===== src/rtl/gestor_alarma_bateria.sv =====
// Battery alarm manager: debounces the monitor's severity level and drives a
// four-state alarm FSM with a blinking LED, silenceable buzzer and shutdown request.
module gestor_alarma_bateria #(
  parameter int ESTABLE_CICLOS   = 4,
  parameter int PERIODO_PARPADEO = 8,
  parameter int TIEMPO_APAGADO   = 32
) (
  input  logic       clk,
  input  logic       rst_n,
  input  logic       advertencia_bateria_1,
  input  logic       advertencia_bateria_2,
  input  logic       optimo,
  input  logic       aceptable,
  input  logic       regular,
  input  logic       critico,
  input  logic       reconocer,
  output logic [1:0] nivel_filtrado,
  output logic [1:0] estado,
  output logic       led_alarma,
  output logic       zumbador,
  output logic       solicitud_apagado
);

  typedef enum logic [1:0] {
    NORMAL  = 2'd0,
    AVISO   = 2'd1,
    CRITICO = 2'd2,
    APAGADO = 2'd3
  } estado_t;

  localparam int CW = $clog2(ESTABLE_CICLOS + 1);
  localparam int TW = $clog2(TIEMPO_APAGADO);
  localparam int BW = (PERIODO_PARPADEO > 1) ? $clog2(PERIODO_PARPADEO) : 1;
  localparam logic [CW-1:0] CNT_MAX   = CW'(ESTABLE_CICLOS);
  localparam logic [TW-1:0] TMR_MAX   = TW'(TIEMPO_APAGADO - 1);
  localparam logic [BW-1:0] BLINK_MAX = BW'(PERIODO_PARPADEO - 1);

  logic [1:0]    nivel_codificado, nivel_crudo;
  logic [1:0]    candidato_q, candidato_d;
  logic [CW-1:0] cnt_q, cnt_d;
  logic [1:0]    nivel_q, nivel_d;
  estado_t       estado_q, estado_d, objetivo;
  logic [TW-1:0] tmr_q, tmr_d;
  logic [BW-1:0] blink_q, blink_d;
  logic          silencio_q, silencio_d;
  logic          led_q, led_d;
  logic          zumbador_q, zumbador_d;
  logic          solicitud_q, solicitud_d;

  // A missing status bit is treated as critical; any battery warning forces at least "regular".
  always_comb begin
    nivel_codificado = 2'd3;
    if (critico)        nivel_codificado = 2'd3;
    else if (regular)   nivel_codificado = 2'd2;
    else if (aceptable) nivel_codificado = 2'd1;
    else if (optimo)    nivel_codificado = 2'd0;
    nivel_crudo = nivel_codificado;
    if ((advertencia_bateria_1 || advertencia_bateria_2) && (nivel_codificado < 2'd2))
      nivel_crudo = 2'd2;
  end

  always_comb begin
    candidato_d = candidato_q;
    cnt_d       = cnt_q;
    nivel_d     = nivel_q;
    if (nivel_crudo != candidato_q) begin
      candidato_d = nivel_crudo;
      cnt_d       = CW'(1);
    end else if (cnt_q < CNT_MAX) begin
      cnt_d = cnt_q + CW'(1);
      if (cnt_d == CNT_MAX) nivel_d = candidato_q;
    end
  end

  always_comb begin
    case (nivel_q)
      2'd0, 2'd1: objetivo = NORMAL;
      2'd2:       objetivo = AVISO;
      default:    objetivo = CRITICO;
    endcase

    if (estado_q == APAGADO)
      estado_d = APAGADO;
    else if ((estado_q == CRITICO) && (tmr_q == TMR_MAX))
      estado_d = APAGADO;
    else
      estado_d = objetivo;

    tmr_d = ((estado_q == CRITICO) && (estado_d == CRITICO)) ? tmr_q + TW'(1) : '0;

    // A state change always clears the silence, even if reconocer is sampled on the same edge.
    silencio_d = silencio_q;
    if (estado_d != estado_q)
      silencio_d = 1'b0;
    else if (reconocer && ((estado_q == AVISO) || (estado_q == CRITICO)))
      silencio_d = 1'b1;

    led_d   = 1'b1;
    blink_d = '0;
    case (estado_d)
      NORMAL: led_d = 1'b0;
      AVISO: begin
        if (estado_q != AVISO) begin
          led_d   = 1'b1;
          blink_d = '0;
        end else if (blink_q == BLINK_MAX) begin
          led_d   = ~led_q;
          blink_d = '0;
        end else begin
          led_d   = led_q;
          blink_d = blink_q + BW'(1);
        end
      end
      default: led_d = 1'b1;
    endcase

    zumbador_d  = ((estado_d == AVISO) || (estado_d == CRITICO)) && !silencio_d;
    solicitud_d = (estado_d == APAGADO);
  end

  always_ff @(posedge clk or negedge rst_n) begin
    if (!rst_n) begin
      candidato_q <= 2'd0;
      cnt_q       <= '0;
      nivel_q     <= 2'd0;
      estado_q    <= NORMAL;
      tmr_q       <= '0;
      blink_q     <= '0;
      silencio_q  <= 1'b0;
      led_q       <= 1'b0;
      zumbador_q  <= 1'b0;
      solicitud_q <= 1'b0;
    end else begin
      candidato_q <= candidato_d;
      cnt_q       <= cnt_d;
      nivel_q     <= nivel_d;
      estado_q    <= estado_d;
      tmr_q       <= tmr_d;
      blink_q     <= blink_d;
      silencio_q  <= silencio_d;
      led_q       <= led_d;
      zumbador_q  <= zumbador_d;
      solicitud_q <= solicitud_d;
    end
  end

  assign nivel_filtrado    = nivel_q;
  assign estado            = estado_q;
  assign led_alarma        = led_q;
  assign zumbador          = zumbador_q;
  assign solicitud_apagado = solicitud_q;

endmodule


===== config.mk =====
export PLATFORM = sky130hd
export DESIGN_NAME = gestor_alarma_bateria
export DESIGN_NICKNAME = d
export VERILOG_FILES = /design/src/rtl/gestor_alarma_bateria.sv
export SDC_FILE = /design/constraint.sdc
export NUM_CORES = 1
export LEC_CHECK = 0
export BUFFER_PORTS_ARGS = -buffer_cell sky130_fd_sc_hd__buf_4
export CAP_MARGIN = 20
export CORE_UTILIZATION = 45
export DETAILED_ROUTE_END_ITERATION = 7
export PLACE_DENSITY = 0.68
export SLEW_MARGIN = 10
export SYNTH_ARGS = -nofsm -noshare
export SYNTH_HDL_FRONTEND = slang
export SYNTH_SLANG_ARGS = --single-unit

===== constraint.sdc =====
create_clock -name clk -period 2.2 [get_ports clk]
set_clock_uncertainty 0.1 [all_clocks]
set_input_delay 0 -clock clk [delete_from_list [all_inputs] [get_ports clk]]
set_output_delay 0 -clock clk [all_outputs]
set_load 0.02 [all_outputs]

# Word level (Yosys, flattened, before mapping)
# Index checks and enable logic that the tools add are counted.
# word_totals
reg_bits	21
# op_classes
n_bitwise	2
order_cmp	2
n_eq_ne	15
n_reduce_logical	14
addsub	3
mux	19
# op_table
operator	n
3-bit 2-to-1 mux	5
2-bit 2-to-1 mux	7
2-bit equality test (second input constant)	5
3-bit by 1-bit adder with 3-bit output (second input constant)	2
2-bit by 1-bit equality test with 1-bit output (second input constant)	3
3-bit equality test (second input constant)	2
5-bit by 1-bit adder with 5-bit output (second input constant)	1
5-bit equality test (second input constant)	1
1-bit logical AND	5
5-bit 2-to-1 mux	1
2-bit zero test	2
1-bit 2-to-1 mux	4
2-bit != test	2
2-bit case mux with 2 select lines	1
1-bit logical OR	3
3-bit < comparator (second input constant)	1
3-bit != test (second input constant)	1
3-bit AND reduction	1
2-bit < comparator (second input constant)	1
2-bit by 1-bit != test with 1-bit output (second input constant)	1
1-bit inverter	2
1-bit case mux with 2 select lines	1
2-bit nonzero test	1
2-bit OR reduction	1
1-bit zero test	1

# Longest topological paths before layout
# Gate-level depths: netlist of run 1.
# depth
ltp_word	10
depth_mapped	9

# Least setup slack after synthesis of run 1
# OpenSTA, ideal clock, no wires.
# synth_path
path_type	reg2reg
from	register tmr_q[0]
to	register tmr_q[1]
setup_time_ns	0.120
slack_ns	0.066
period_less_slack_ns	2.134
path_buffers	0
path_stages_with_launch	9
t_required_ns	1.980
t_arrival_ns	1.914
path_cell_list	dfrtp_1 > ha_1 > and3_1 > ha_1 > a21oi_1 > a21boi_1 > inv_1 > ha_1 > and3_1
# synth_via
elab_chain_cells	7
word_cells_on_any_way	8
# synth_rtl
element	line_no	rtl
start, declared	43	logic [TW-1:0] tmr_q, tmr_d;
start signal, assigned	138	tmr_q <= tmr_d;
5-bit equality test	84	else if ((estado_q == CRITICO) && (tmr_q == TMR_MAX))
1-bit logical AND	84	
2-bit 2-to-1 mux	84	
2-bit 2-to-1 mux	82	if (estado_q == APAGADO)
named net estado_d[1]	42	estado_t estado_q, estado_d, objetivo;
2-bit equality test	89	tmr_d = ((estado_q == CRITICO) && (estado_d == CRITICO)) ? tmr_q + TW'(1) : '0;
1-bit logical AND	89	
5-bit 2-to-1 mux	89	
named net tmr_d[1]	43	
# The timed path passes the listed nets, and every way through them passes these cells.
# A chain may end at the register's enable or synchronous reset.

# Final worst setup path of run 1
# Ends and elaborated chain as after synthesis.

==> metrics.txt, run 1 <==
status complete, no violations; Post-synth EDFFs 0; row count 16; clock tree root driver cell clkbuf_4; global-route wire length before repair just over 3000 um; DRT antenna net count 0; Synth Warn # 0; Post-synth top flop dfrtp_1; min cycle time layout roughly 2.2 ns; Largest stage delay, worst path roughly 0.41 ns; Final Hold Viols 0; initial core utilization 49.8%; Rel. slew slack 73.1%; per-cell routed wire length between 10 and 15 um; number of I/O port buffers 15; DIE AREA approximately 2500 um^2; Worst Hold Class primary input to async pin; wirelength, routed between 1500 and 2000 um; Net Switching roughly 370 uW; clock transition at the registers of the reported paths ~0.12 ns; post-synthesis sequential area ratio approximately half; clock sinks 21; TritonCTS Buffers 3; setup TNS 0 ns; RSZ-0062 raised after global routing yes; CTS tree done; critical path class flop to flop; DRT Pass-1 Iters 4; Peak VDD IR about 690 uV; CP Launch Type flop; top fanout value on the critical path 4; 1st-iter DRT viols 17; Tcrit/Tclk final 98.6%; # setup viols final 0; clock share of power ~18%; Synth Cell Area between 1000 and 1500 um^2; asr flop ratio synth 100%; Logic pwr share approximately a third; vias per inst between 5 and 6; CP max-delay cell dfrtp_1; Worst Path Required 2.31 ns; Area growth syn-to-layout 26.7%; post-synth cell types 21; power per cell area between 800 and 900 nW/um^2; worst-path cell chain ha_1 -> and3_1 -> ha_1 -> a21oi_2 -> a21boi_4 -> inv_1 -> ha_1 -> and3_1; Pleak 0.000684 uW; Flop pwr share between 40% and 50%; antenna diode count 0; grt total ovfl 0; Tot GR Track Use 16.6%; initial antenna violation count 0; DR vias ~740; Avg Cell Area, Syn around 11 um^2; Cells after Synth between 80 and 90; switch share a little over a third; placed insts approximately 130; Core Region about 2000 um^2; post-DP HPWL 1260 um; crit end category flop; cell family with most CP delay adder cells; number of global-route vias before repair slightly above 700; share of layout cells above drive strength 1 22.4%; fin. max-slew vios 0; DRC Markers 0; final non-filler cell total about 140; nets ~140; Critical Path AT 2.28 ns; Max Cap Violations 0; gpl congestion between 0.7 and 0.8; Layout Utilization around 63%; Pint 684 uW; Worst-Margin Slew around 0.40 ns; CTS max path bufs 2; most frequent CP cell ha_1; Min Hold Slack ~0.0097 ns; largest net degree at the start of global routing 22; IO Count 16; Mapped Nets around 110; fmax approximately 460 MHz; htree depth 1; total chip power roughly 1100 uW; worst-skew pair later-pin latency between 0.3 and 0.4 ns; chip height 49.5 um; buffer and inverter count on the worst path 1; die width about 50 um; Seq cells post-synth 21
[path summary, 6_finish.rpt]
| path | start | to | slack, ns | depth (start not counted) |
|---|---|---|---|---|
| hold reg to reg | blink_q[0]$_DFF_PN0_ | blink_q[0]$_DFF_PN0_ | 0.35 | 1 |
| max in group asynchronous | rst_n | estado[0]$_DFF_PN0_ | 1.78 | 2 |
| min in group clk | aceptable | nivel_filtrado[0]$_DFFE_PN0P_ | 0.16 | 4 |
| setup / recovery | tmr_q[0]$_DFF_PN0_ | tmr_q[1]$_DFF_PN0_ | 0.03 | 8 |
| hold / removal | rst_n | blink_q[1]$_DFF_PN0_ | 0.01 | 2 |
| setup reg to reg | tmr_q[0]$_DFF_PN0_ | tmr_q[1]$_DFF_PN0_ | 0.03 | 8 |
[cell usage after synthesis (2+ instances only)]
cell type	n	area share (%)
a21oi_1	3	1.5
and3_1	5	3.1
dfrtp_1	21	52
ha_1	13	16
inv_1	9	3.3
nand2_1	3	1.1
nor2_1	8	3.0
nor3_1	5	2.5
o21ai_0	2	0.98
o22a_1	2	1.7
o31a_1	2	1.7
xnor2_1	4	3.4
xor2_1	4	3.4
[stage by stage]
stage	cell area [um^2]	worst slack (ns)
global route	1290	-0.0410
detailed placement	1160	-0.133
CTS	1260	0.000778
floorplan	1020	0.0661
global placement	1160	-0.0272
finish	1290	0.0313
[sequential cells by signal (all words and copies together) (netlist names)]
name,count
blink_q,3
tmr_q,5
estado,2
solicitud_apagado,1
silencio_q,1
nivel_filtrado,2
zumbador,1
candidato_q,2
led_alarma,1
cnt_q,3
[final cells by class]
type                            instances  area, um^2
Clock buffer                            3        22.5
Inverter                                9        33.8
Sequential cell                        21         526
Timing Repair Buffer                   23         188
Tap cell                               27        33.8
Clock inverter                          1        5.00
Fill cell                             171         753
Multi-Input combinational cell         59         480
[metal layers]
layer	vias to the layer above	share of wire, %	GRT usage (%)
li1	356	-	-
met1	357	47	22.3
met2	21	48	27.0
met3	4	3.7	1.85
met4	0	1.2	7.14
met5	-	0	0
[cell families after synthesis]
logic type / after synthesis / share of synthesized area, %
simple gates: 24 / 11.6
flops: 21 / 51.7
compound gates: 13 / 9.59
fa+ha+maj: 13 / 16.0
buf+inv: 9 / 3.32
xor+xnor: 8 / 6.89
mux: 1 / 0.984
[power groups by stage]
stage	Clock (uW)	Combinational, uW	Sequential [uW]
floorplan	0	180	550
global placement	0	322	515
detailed placement	0	329	519
CTS	193	339	517
global route	207	394	526
finish	189	344	517
[timing repair]
action,4_1_cts,5_1_grt
endpoints found under the hold margin,24,0
setup buffers,0,2
setup endpoints to repair,8,9
hold buffers,6,0
resized for setup,2,3
gates cloned,0,0
[cell usage in the layout (no fill, tap or decap), types with 4 or more instances in the layout]
cell and count:
xor2_1 4, dfrtp_1 21, nor2_1 8, and3_1 5
dlygate4sd3_1 6, nor3_1 4, inv_1 9, xnor2_1 4
buf_4 17, ha_1 12
Power figures use the tool's default switching activity.
==> run 2: changes to the inputs <==
Settings changed: CORE_MARGIN from default to 2, PLACE_DENSITY 0.68 to 0.66.
Clock period 2.2 ns to 2 ns, I/O delays scaled along.
==> run 2 against run 1 <==
The run now ends with setup timing left. Sequential share of layout area fell by 3.2 points. Via count fell by 0.95%. Design area is 8.6% higher. Critical endpoint is now tmr_q[4]$_DFF_PN0_. Largest cell class is now multi-input combinational cells. Largest power group unchanged.
==> metrics.txt, run 2 (synthesis gave the netlist of run 1 again) <==
dpl ws -0.0528 ns (was -0.133 ns); CTS max path bufs 2 (unchanged); critical path class flop to flop (unchanged); Worst Hold Class primary input to flop (was primary input to async pin); storage element area 526 um^2 (unchanged); DR vias 731 (was 738); DRC Markers 0 (unchanged); Max Cap Violations 0 (unchanged); number of flip-flops in the largest register 5 (unchanged); commonest non-fill, non-tap cells in the layout dfrtp_1, buf_4 (was dfrtp_1, buf_4, ha_1); Pleak 0.000696 uW (was 0.000684 uW); DIE AREA 2660 um^2 (was 2450 um^2); clock tree root driver cell clkbuf_4 (unchanged); DRT antenna net count 0 (unchanged); chip height 51.5 um (was 49.5 um); antenna diode count 0 (unchanged); Min Hold Slack 0.163 ns (was 0.00971 ns); Area growth syn-to-layout 37.6% (was 26.7%); initial core utilization 46.9% (was 49.8%); grt total ovfl 0 (unchanged); RSZ-0062 raised after global routing yes (unchanged); GR Layer Usage met3 2.59% (was 1.85%); most flop-heavy register tmr_q (unchanged); Worst-Margin Slew 0.479 ns (was 0.401 ns); placed insts 135 (was 131); Tcrit/Tclk final 100% (was 98.6%); htree depth 1 (unchanged); met2 usage 27.6% (was 27.0%); Multi-input gate area 561 um^2 (was 480 um^2); failing checks setup timing; M1 GR Usage 21.7% (was 22.3%); Filler cells 183 (was 171); Layout Utilization 64.5% (was 63.1%); 1st-iter DRT viols 4 (was 17); die width 51.5 um (was 49.5 um); fmax 499 MHz (was 461 MHz); busiest grt layer met2 (unchanged); number of global-route vias before repair 763 (was 710); clock transition at the registers of the reported paths 0.11 ns (was 0.12 ns); CP Launch Type flop (unchanged); crit end category flop (unchanged); worst-skew pair later-pin latency 0.30 ns (was 0.31 ns); initial antenna violation count 0 (unchanged); leading registers by flop count tmr_q x5, blink_q x3, cnt_q x3 (unchanged); largest net degree at the start of global routing 21 (was 22); # setup viols final 1 (was 0); status finished, violations left (was complete, no violations); gpl congestion 0.722 (was 0.786); vias per inst 4.97 (was 5.16); share of layout cells above drive strength 1 31.9% (was 22.4%); Tot GR Track Use 16.6% (about the same); Critical Path AT 2.11 ns (was 2.28 ns); post-DP HPWL 1320 um (was 1260 um); Rel. slew slack 67.7% (was 73.1%); clock sinks 21 (unchanged); number of I/O port buffers 15 (unchanged); min cycle time layout 2.00 ns (was 2.17 ns); most common cell after layout, fill and taps aside dfrtp_1 (unchanged); Peak VDD IR 546 uV (was 688 uV); Final Hold Viols 0 (unchanged); final non-filler cell total 147 (was 143); fin. max-slew vios 0 (unchanged); TritonCTS Buffers 3 (unchanged); wirelength, routed 1860 um (was 1800 um); setup TNS -0.00321 ns (was 0 ns); nets 142 (was 139); Worst Setup Slack, final -0.00321 ns (was 0.0313 ns); IO Count 16 (unchanged); per-cell routed wire length 12.6 um (about the same); Core Region 2170 um^2 (was 2040 um^2); power per cell area 856 nW/um^2 (was 815 nW/um^2); top fanout value on the critical path 4 (unchanged); Worst Path Required 2.10 ns (was 2.31 ns); row count 17 (was 16); global-route wire length before repair 3220 um (was 3070 um); CTS tree done (unchanged); DRT Pass-1 Iters 4 (unchanged)
run 2: changes by cell type in the layout (fill, tap and decap cells not counted), moves of 2 or more:
| cell | delta |
|---|---|
| ha_4 | +3 |
| and3_1 | -3 |
| nand2_1 | -2 |
| nand2_2 | +2 |
| dlygate4sd3_1 | +2 |
| ha_1 | -4 |
| and3_4 | +3 |
run 2: through the flow:
step | cell area (um^2) | power, uW
global route | 1400 | 1290
CTS | 1320 | 1180
global placement | 1200 | 938
finish | 1400 | 1200
detailed placement | 1200 | 953
floorplan | 1030 | 810
run 2: per-layer routing:
metal | vias to the layer above | share of wire [%]
met5 | - | 0
met1 | 355 | 44
li1 | 360 | -
met3 | 2 | 3.0
met4 | 0 | 1.1
met2 | 14 | 52
run 2: power by group:
| part | switching (uW) | internal (uW) | total, uW | leakage (uW) |
|---|---|---|---|---|
| logic | 223 | 198 | 421 | 0.000407 |
| registers | 74.5 | 498 | 573 | 0.000275 |
| clock network | 127 | 77.7 | 204 | 0.0000150 |
| total | 424 | 774 | 1200 | 0.000696 |
run 2: path summary, 6_finish.rpt:
kind,from,endpoint,slack (ns),cells past startpoint
max in group asynchronous,rst_n,led_alarma$_DFFE_PN0P_,0.48,4
hold / removal,aceptable,nivel_filtrado[0]$_DFFE_PN0P_,0.16,5
min in group asynchronous,rst_n,blink_q[1]$_DFF_PN0_,0.53,3
setup reg to reg,tmr_q[1]$_DFF_PN0_,tmr_q[4]$_DFF_PN0_,-0.003,8
setup / recovery,tmr_q[1]$_DFF_PN0_,tmr_q[4]$_DFF_PN0_,-0.003,8
hold reg to reg,blink_q[0]$_DFF_PN0_,blink_q[0]$_DFF_PN0_,0.35,1
run 2: area by class of cell:
type | count | share of cell area [%]
multi-input cells | 59 | 40.0
inverters | 9 | 2.41
flip-flops and latches | 21 | 37.5
well taps | 28 | 2.50
clock buffers | 4 | 1.88
repair buffers | 26 | 15.6
run 2: worst max-delay path, stage by stage (launching register included):
cell and delay [ns]:
dfrtp_1 0.40, ha_2 0.20, and3_4 0.18, ha_4 0.16
a21oi_4 0.15, a21boi_4 0.29, inv_2 0.09, ha_4 0.17
and3_4 0.16
run 2: repair_timing:
action	in CTS	in global routing
endpoints found under the hold margin	25	0
gates resized for setup	5	14
setup endpoints to repair	7	12
hold buffers	8	0
pin swaps	1	7
buffers inserted	0	0
==> run 3: changes to the inputs <==
Clock period 2 ns to 1.98 ns, I/O delays scaled along.
==> run 3 against run 2 <==
The flow still finishes with violations (setup timing). Count of clock-buffer cells in the layout down 1. Fmax increased by 1.0%. Total power increased by 1.6%. Register-to-register slack about the same. Via count up 2.1%. Hold slack worse by 0.15 ns. Sequential share of layout area fell by 0.40 points. Largest cell class unchanged. Largest power group unchanged.
==> metrics.txt, run 3 (synthesis gave the netlist of run 1 again) <==
status finished, violations left (unchanged); failing checks setup timing (unchanged); Largest stage delay, worst path 0.41 ns (was 0.40 ns); worst-skew pair later-pin latency 0.30 ns (about the same); most common cell after layout, fill and taps aside buf_4 (was dfrtp_1); Worst-Margin Slew 0.441 ns (was 0.479 ns); CP max-delay cell dfrtp_1 (unchanged); Worst Hold Class primary input to async pin (was primary input to flop); Pleak 0.000728 uW (was 0.000696 uW); Top Layer Used met4 (unchanged); Final Cell Area 1420 um^2 (was 1400 um^2); DR vias 746 (was 731); routed wl met2 985 um (was 968 um); Worst Reg2Reg Path Length in Cells 8 (unchanged); initial antenna violation count 0 (unchanged); DIE AREA 2660 um^2 (unchanged); Final Hold Viols 0 (unchanged); final non-filler cell total 149 (was 147); CP Launch Type flop (unchanged); CTS max path bufs 2 (unchanged); min cycle time layout 1.98 ns (was 2.00 ns); worst-path cell chain ha_2 -> and3_4 -> ha_4 -> a21oi_4 -> a21boi_4 -> inv_2 -> ha_4 -> and3_4 (unchanged); crit end category flop (unchanged); Max Cap Violations 0 (unchanged); DRT antenna net count 0 (unchanged); met1 WL 831 um (was 809 um); DRT Pass-1 Iters 2 (was 4); number of I/O port buffers 15 (unchanged); htree depth 1 (unchanged); # setup viols final 1 (unchanged); IO Count 16 (unchanged); commonest non-fill, non-tap cells in the layout buf_4, dfrtp_1, ha_1 (was dfrtp_1, buf_4); initial core utilization 46.9% (unchanged); Tcrit/Tclk final 100% (about the same); fmax 504 MHz (was 499 MHz); clock transition at the registers of the reported paths 0.12 ns (was 0.11 ns); TritonCTS Buffers 3 (unchanged); RSZ-0062 raised after global routing yes (unchanged); Worst Setup Slack, final -0.00302 ns (was -0.00321 ns); most flop-heavy register tmr_q (unchanged); power per cell area 860 nW/um^2 (was 856 nW/um^2); gpl congestion 0.772 (was 0.722); Placement Cell Area 1200 um^2 (unchanged); buffer and inverter count on the worst path 1 (unchanged); Peak VDD IR 466 uV (was 546 uV); DR WL met3 48 um (was 56 um); Core Region 2170 um^2 (unchanged); clock sinks 21 (unchanged); top fanout value on the critical path 4 (unchanged); Critical Path AT 2.08 ns (was 2.11 ns); largest net degree at the start of global routing 22 (was 21); clock tree root driver cell clkbuf_4 (unchanged); row count 17 (unchanged); CP Depth 8 (unchanged); vias per inst 5.01 (was 4.97); 1st-iter DRT viols 2 (was 4); Area growth syn-to-layout 39.1% (was 37.6%); critical path class flop to flop (unchanged); die width 51.5 um (unchanged); share of layout cells above drive strength 1 36.4% (was 31.9%); number of global-route vias before repair 780 (was 763); Tot GR Track Use 16.7% (was 16.6%); per-cell routed wire length 12.6 um (about the same); antenna diode count 0 (unchanged); Worst Path Required 2.08 ns (was 2.10 ns); nets 144 (was 142); Rel. slew slack 70.3% (was 67.7%); leading registers by flop count tmr_q x5, blink_q x3, cnt_q x3 (unchanged); chip height 51.5 um (unchanged); wirelength, routed 1880 um (was 1860 um); fin. max-slew vios 0 (unchanged); number of flip-flops in the largest register 5 (unchanged); placed insts 135 (unchanged); global-route wire length before repair 3250 um (was 3220 um); post-DP HPWL 1310 um (was 1320 um); grt total ovfl 0 (unchanged); Filler cells 175 (was 183); DRC Markers 0 (unchanged); CTS tree done (unchanged); cell family with most CP delay adder cells (unchanged)
## run 3: per-layer routing
metal	up-vias	track usage [%]
met1	368	18.6
li1	366	-
met2	10	30.8
met4	0	7.89
met3	2	2.59
met5	-	0
## run 3: path summary, 6_finish.rpt
| kind | to | startpoint | slack, ns |
|---|---|---|---|
| max reg2reg | tmr_q[4]$_DFF_PN0_ | tmr_q[1]$_DFF_PN0_ | -0.003 |
| max in group asynchronous | tmr_q[4]$_DFF_PN0_ | rst_n | 1.55 |
| min reg2reg | blink_q[0]$_DFF_PN0_ | blink_q[0]$_DFF_PN0_ | 0.36 |
| max | tmr_q[4]$_DFF_PN0_ | tmr_q[1]$_DFF_PN0_ | -0.003 |
| min | blink_q[0]$_DFF_PN0_ | rst_n | 0.01 |
| min in group clk | nivel_filtrado[0]$_DFFE_PN0P_ | aceptable | 0.17 |
## run 3: area by class of cell
cell class	instances	area (um^2)	share of cell area (%)
multi-input cells	59	568	40.1
flip-flops and latches	21	526	37.1
repair buffers	28	225	15.9
well taps	28	35.0	2.48
inverters	9	33.8	2.39
clock buffers	3	22.5	1.59
clock inverters	1	5.00	0.354
## run 3: metrics by stage
step / power (uW) / hold slack (ns) / worst slack (ns) / TNS, ns / util [%]
2_1_floorplan: 818 / -0.396 / 0.0100 / 0 / -
3_3_place_gp: 945 / -0.202 / -0.0461 / -0.0472 / 55.4
3_5_place_dp: 957 / -0.203 / -0.0671 / -0.211 / 55.4
4_1_cts: 1200 / 0.00310 / 0.00942 / 0 / 62.0
5_1_grt: 1300 / 0.0229 / -0.0691 / -0.392 / 65.2
6_report: 1220 / 0.0112 / -0.00302 / -0.00302 / 65.2
## run 3: where the power goes
part	leakage (uW)	internal, uW	total [uW]	switching (uW)
registers	0.000275	503	578	74.5
clock network	0.0000177	75.1	204	129
logic	0.000436	206	435	230
total	0.000728	784	1220	433
## run 3: what timing repair did
action	CTS	global route
endpoints found under the hold margin	24	0
resized for setup	8	13
pin swaps	1	9
endpoints found under the setup margin	9	10
setup buffers	2	2
hold buffers	6	0
